--- config.mk ---
export PLATFORM = sky130hd
export DESIGN_NAME = exu_gpr_datapath
export DESIGN_NICKNAME = d
export VERILOG_FILES = /design/src/rtl/exu_gpr_datapath.sv
export SDC_FILE = /design/constraint.sdc
export NUM_CORES = 2
export LEC_CHECK = 0
export CELL_PAD_IN_SITES_DETAIL_PLACEMENT = 1
export CELL_PAD_IN_SITES_GLOBAL_PLACEMENT = 2
export CORE_MARGIN = 3
export CORE_UTILIZATION = 30
export CTS_CLUSTER_DIAMETER = 100
export DETAILED_ROUTE_END_ITERATION = 16
export PLACE_DENSITY = 0.69
export SYNTH_ARGS = -nofsm -noshare
export SYNTH_HDL_FRONTEND = slang
export SYNTH_SLANG_ARGS = --single-unit
--- constraint.sdc ---
create_clock -name clk -period 28.3 [get_ports clk]
set_clock_uncertainty 0.1 [all_clocks]
set_input_delay 4.245 -clock clk [delete_from_list [all_inputs] [get_ports clk]]
set_output_delay 4.245 -clock clk [all_outputs]
set_load 0.1 [all_outputs]
--- src/rtl/exu_gpr_datapath.sv ---
// RV32I execute/register-file slice: reset conditioner, 32x32 GPR file and combinational ALU.
// Define EXU_MUL_EN to enable op 10 (MUL, low half); otherwise op 10 returns 0 and no multiplier exists.
module exu_gpr_datapath #(
  parameter int CPU_WIDTH  = 32,
  parameter int ADDR_WIDTH = 5
) (
  input  logic                  clk,
  input  logic                  rstn,
  input  logic [CPU_WIDTH-1:0]  pc,
  input  logic [CPU_WIDTH-1:0]  imm,
  input  logic [ADDR_WIDTH-1:0] addr_rs1,
  input  logic [ADDR_WIDTH-1:0] addr_rs2,
  input  logic [ADDR_WIDTH-1:0] addr_rd,
  input  logic                  wr_en_rd,
  input  logic [3:0]            exu_opt_code,
  input  logic [2:0]            exu_sel_code,
  output logic                  rst_sync,
  output logic [CPU_WIDTH-1:0]  data_rs1,
  output logic [CPU_WIDTH-1:0]  data_rs2,
  output logic [CPU_WIDTH-1:0]  exu_res
);

  localparam int NREG = 2 ** ADDR_WIDTH;
  localparam int SHW  = $clog2(CPU_WIDTH);

  typedef enum logic [3:0] {
    OP_ADD  = 4'd0,
    OP_SUB  = 4'd1,
    OP_SLL  = 4'd2,
    OP_SLT  = 4'd3,
    OP_SLTU = 4'd4,
    OP_XOR  = 4'd5,
    OP_SRL  = 4'd6,
    OP_SRA  = 4'd7,
    OP_OR   = 4'd8,
    OP_AND  = 4'd9,
    OP_MUL  = 4'd10
  } exu_op_e;

  typedef enum logic [2:0] {
    SEL_RS1_RS2 = 3'd0,
    SEL_RS1_IMM = 3'd1,
    SEL_PC_IMM  = 3'd2,
    SEL_PC_4    = 3'd3,
    SEL_0_IMM   = 3'd4
  } exu_sel_e;

  // Reset conditioner: asynchronous assertion, release on the first clk edge after rstn drops.
  logic rst_sync_d, rst_sync_q;

  always_comb begin
    rst_sync_d = 1'b0;
  end

  always_ff @(posedge clk or posedge rstn) begin
    if (rstn) rst_sync_q <= 1'b1;
    else      rst_sync_q <= rst_sync_d;
  end

  assign rst_sync = rst_sync_q;

  // GPR file; cleared asynchronously by the conditioned reset, which also blocks writes.
  logic [CPU_WIDTH-1:0] gpr_q [NREG];
  logic [CPU_WIDTH-1:0] gpr_d [NREG];

  always_comb begin
    gpr_d = gpr_q;
    if (wr_en_rd && (addr_rd != '0)) gpr_d[addr_rd] = exu_res;
  end

  always_ff @(posedge clk or posedge rst_sync_q) begin
    if (rst_sync_q) begin
      for (int i = 0; i < NREG; i++) gpr_q[i] <= '0;
    end else begin
      gpr_q <= gpr_d;
    end
  end

  // No write bypass: the read path sees only gpr_q, so exu_res never loops back combinationally.
  assign data_rs1 = (addr_rs1 == '0) ? '0 : gpr_q[addr_rs1];
  assign data_rs2 = (addr_rs2 == '0) ? '0 : gpr_q[addr_rs2];

  // Operand select.
  logic [CPU_WIDTH-1:0] op_a, op_b;

  always_comb begin
    op_a = '0;
    op_b = '0;
    case (exu_sel_e'(exu_sel_code))
      SEL_RS1_RS2: begin op_a = data_rs1; op_b = data_rs2; end
      SEL_RS1_IMM: begin op_a = data_rs1; op_b = imm;      end
      SEL_PC_IMM:  begin op_a = pc;       op_b = imm;      end
      SEL_PC_4:    begin op_a = pc;       op_b = CPU_WIDTH'(4); end
      SEL_0_IMM:   begin op_a = '0;       op_b = imm;      end
      default:     begin op_a = '0;       op_b = '0;       end
    endcase
  end

  logic signed [CPU_WIDTH-1:0] op_a_s, op_b_s;
  logic        [SHW-1:0]       shamt;

  assign op_a_s = op_a;
  assign op_b_s = op_b;
  assign shamt  = op_b[SHW-1:0];

  // ALU; everything wraps modulo 2**CPU_WIDTH.
  always_comb begin
    exu_res = '0;
    case (exu_op_e'(exu_opt_code))
      OP_ADD:  exu_res = op_a + op_b;
      OP_SUB:  exu_res = op_a - op_b;
      OP_SLL:  exu_res = op_a << shamt;
      OP_SLT:  exu_res = {{(CPU_WIDTH-1){1'b0}}, (op_a_s < op_b_s)};
      OP_SLTU: exu_res = {{(CPU_WIDTH-1){1'b0}}, (op_a < op_b)};
      OP_XOR:  exu_res = op_a ^ op_b;
      OP_SRL:  exu_res = op_a >> shamt;
      OP_SRA:  exu_res = op_a_s >>> shamt;
      OP_OR:   exu_res = op_a | op_b;
      OP_AND:  exu_res = op_a & op_b;
`ifdef EXU_MUL_EN
      OP_MUL:  exu_res = op_a * op_b;
`else
      OP_MUL:  exu_res = '0;
`endif
      default: exu_res = '0;
    endcase
  end

endmodule

==> results.cfg <==
[cells_and_area]
layout.nets = 6186
area_growth_pct = 13.8
drive_gt1_share_pct = 19.7
fill_cells = 23040

[global_route]
grt.total_usage_pct = 26.4
grt_pass1_vias = 54534
antenna_found_initial = 20
grt_overflow_total = 0
grt_max_degree = 156
grt_pass1_wl_um = 417000

[floorplanning]
fp.dieW_um = 465
num_io_pins = 186
rows = 167
initial_utilization_pct = 30.3
dieArea_um2 = 216000
fp.dieH_um = 465
core_area_um2 = 208000

[cts]
cts_tree = built
cts_buffers = 118
cts_hold_buf = 0
clk_latency_ns = 0.79
cts.clk_slew.worst_paths_ns = 0.06
cts_setup_buffers = 0
cts_resized = 0
cts-htree-levels = 3
cts_buffer_depth = 3
cts.sinks = 1025
clockRootBuffer = clkbuf_16

[power_and_ir_drop]
switchingPower_mw = 1.95
p_comb_share_pct = 31.3
p_int_mw = 3.36
pwr-share-clk_pct = 30.7
finalPower_mw = 5.31
leakagePower_nw = 29.7
ir_drop_mv = 0.0521
switching_share_pct = 36.8
seq_power_share_pct = 38.0
p_per_area_nw_per_um2 = 74.0

[sta]
post-route-min-period_ns = 18.94
rsz0062_at_grt = false
timing.final.crit_share_pct = 66.9
worst_pin_slew_ns = 1.27
max_freq_ghz = 0.0528
setup_ws_ns = 9.36
setup-tns-final_ns = 0
drv_slew = 0
hold_slack_ns = 0.132
finalHoldViolCount = 0
maxSlewHeadroom_pct = 12.9
setup_viol_count_final = 0

[route]
wl_per_cell_um = 32.6
antenna_left = 0
drc = 0
vias_per_cell = 5.95
wl_um = 290000
via_count = 52905
drt-initial-drc-count = 5252
dr.pass1.iters = 6

[placed_design]
place.gp.congestion = 0.993
hpwlAfterDp_um = 194000
io_buffers = 185
pre_cts_ws_ns = 9.67

[worst_setup_path]
worstSetupPathType = in -> out
cp-start-kind = input pin
critPathArrivalTime_ns = 14.59
cp-end-kind = primary output
cp.required_ns = 23.95
critPathMaxFanout = 65

[synth]
synth_top_cell_by_area = dfrtp_1
yosysWarnings = 0
avgSynthCellArea_um2 = 10.3
synth_cell_types = 118
yosysTopAreaCellShare_pct = 40.6
synth-edff-count = 0
syn_nets = 6290
ys_async_sr_fraction_pct = 100
yosysMostFrequentCell = dfrtp_1
yosys-top-cells-count = dfrtp_1 (1024), nand2_1 (721), nor2_1 (593)
ys_seq_area_share_pct = 40.7
synth_flop_cell = dfrtp_1
synthesis.area_um2 = 63100
syn-instance-count = 6100
ys_top_cells_by_area = dfrtp_1 (41%), mux4_2 (16%), mux2i_1 (4.8%), nand2_1 (4.3%), o21ai_0 (3.8%)
synth-seq-cells = 1025

[flow_run]
maxCapViolCount = 0

[outcome]
status = complete, no violations

[min_path]
hold_path.class = reg -> async
per-layer routing:
layer	vias up	track usage, %	share of wire, %
li1	22411	-	-
met1	27916	36.7	44
met2	2075	40.8	45
met3	499	4.61	6.9
met4	4	10.2	4.1
met5	-	0	0.012
worst max-delay path, stage by stage:
cell             delay (ns)
buf_8                  0.44
buf_4                  0.71
buf_4                  0.87
buf_4                  0.69
mux4_2                 0.42
mux4_2                 0.51
mux2i_1                0.21
nor2_1                 0.09
a22oi_1                0.62
ha_1                   0.42
inv_1                  0.15
a2111oi_0              0.64
nand4b_1               0.32
and2_1                 0.31
o21ai_0                0.65
o21bai_1               0.12
a21oi_1                0.21
o21ai_0                0.10
a21oi_1                0.15
o211a_1                1.01
inv_1                  0.29
clkdlybuf4s50_1        1.06
cell type report:
type                            instances  area (µm²)  area share, %
Antenna cell                           12        30.0         0.0418
Multi-Input combinational cell       4336       34600           48.2
Timing Repair Buffer                  386        3430           4.78
Clock buffer                          185        3630           5.05
Inverter                              129         493          0.687
Sequential cell                      1025       25700           35.7
Tap cell                             2788        3490           4.86
Clock inverter                         35         479          0.668
through the flow:
step / instance area (µm²) / util, % / cells
after floorplan: 63100 / - / 6100
after global placement: 67600 / 32.5 / 8664
after detailed placement: 67600 / 32.5 / 8664
after CTS: 71700 / 34.5 / 8884
after global routing: 71800 / 34.5 / 8890
final: 71800 / 34.5 / 8896
logic make-up after synthesis:
kind of cell / Yosys count / synth area share [%]
AO/OA/AOI/OAI: 1763 / 17.9
AND/OR/NAND/NOR: 1562 / 10.4
flip-flops: 1025 / 40.7
multiplexers: 900 / 23.7
buffers and inverters: 739 / 5.25
adder cells (fa/ha/maj): 102 / 2.04
XOR/XNOR: 8 / 0.111
other: 1 / 0.00595
power by group through the flow:
stage	combinational (mW)	clock, mW	sequential, mW
2_1_floorplan	1.17	0	1.96
4_1_cts	1.65	1.66	2.01
6_report	1.67	1.63	2.02
5_1_grt	1.78	1.73	2.06
3_3_place_gp	1.62	0	2.02
3_5_place_dp	1.65	0	2.04
flip-flops by register name, summed over array words and instances, names as in the netlist:
register,cells
rst_sync,1
gpr_q,1024
path summary, 6_finish.rpt:
kind	from	endpoint	slack, ns	cells past startpoint
max in group asynchronous	rst_sync	gpr_q[255]	23.79	6
hold reg to reg	rst_sync	gpr_q[134]	0.13	1
min in group clk	gpr_q[999]	gpr_q[999]	0.29	0
hold / removal	rst_sync	gpr_q[134]	0.13	1
setup / recovery	addr_rs2[1]	exu_res[24]	9.36	22
setup reg to reg	gpr_q[454]	gpr_q[600]	20.76	18
placed cells by master (no fill, tap or decap), types with 18 or more instances in the layout:
cell type,n
a21o_1,21
a31oi_1,107
nand3_1,26
o22a_1,20
o22ai_1,40
nor3_1,33
mux4_2,457
o21ai_0,480
a22o_1,34
nand2_1,711
and3_1,21
o31ai_1,45
o211ai_1,47
mux2_2,138
o21ai_1,91
a221oi_1,32
clkinv_2,18
nor2_1,557
clkdlybuf4s50_1,176
a221o_1,18
a21oi_1,393
a22oi_1,127
a21oi_2,30
nand4_1,24
a211oi_1,75
inv_2,18
clkbuf_8,38
inv_1,107
nor2b_1,24
clkbuf_1,27
mux2i_1,301
nor2_2,26
dfrtp_1,1024
ha_1,99
clkbuf_16,120
o221ai_1,35
buf_4,199
Power figures use the tool's default switching activity.
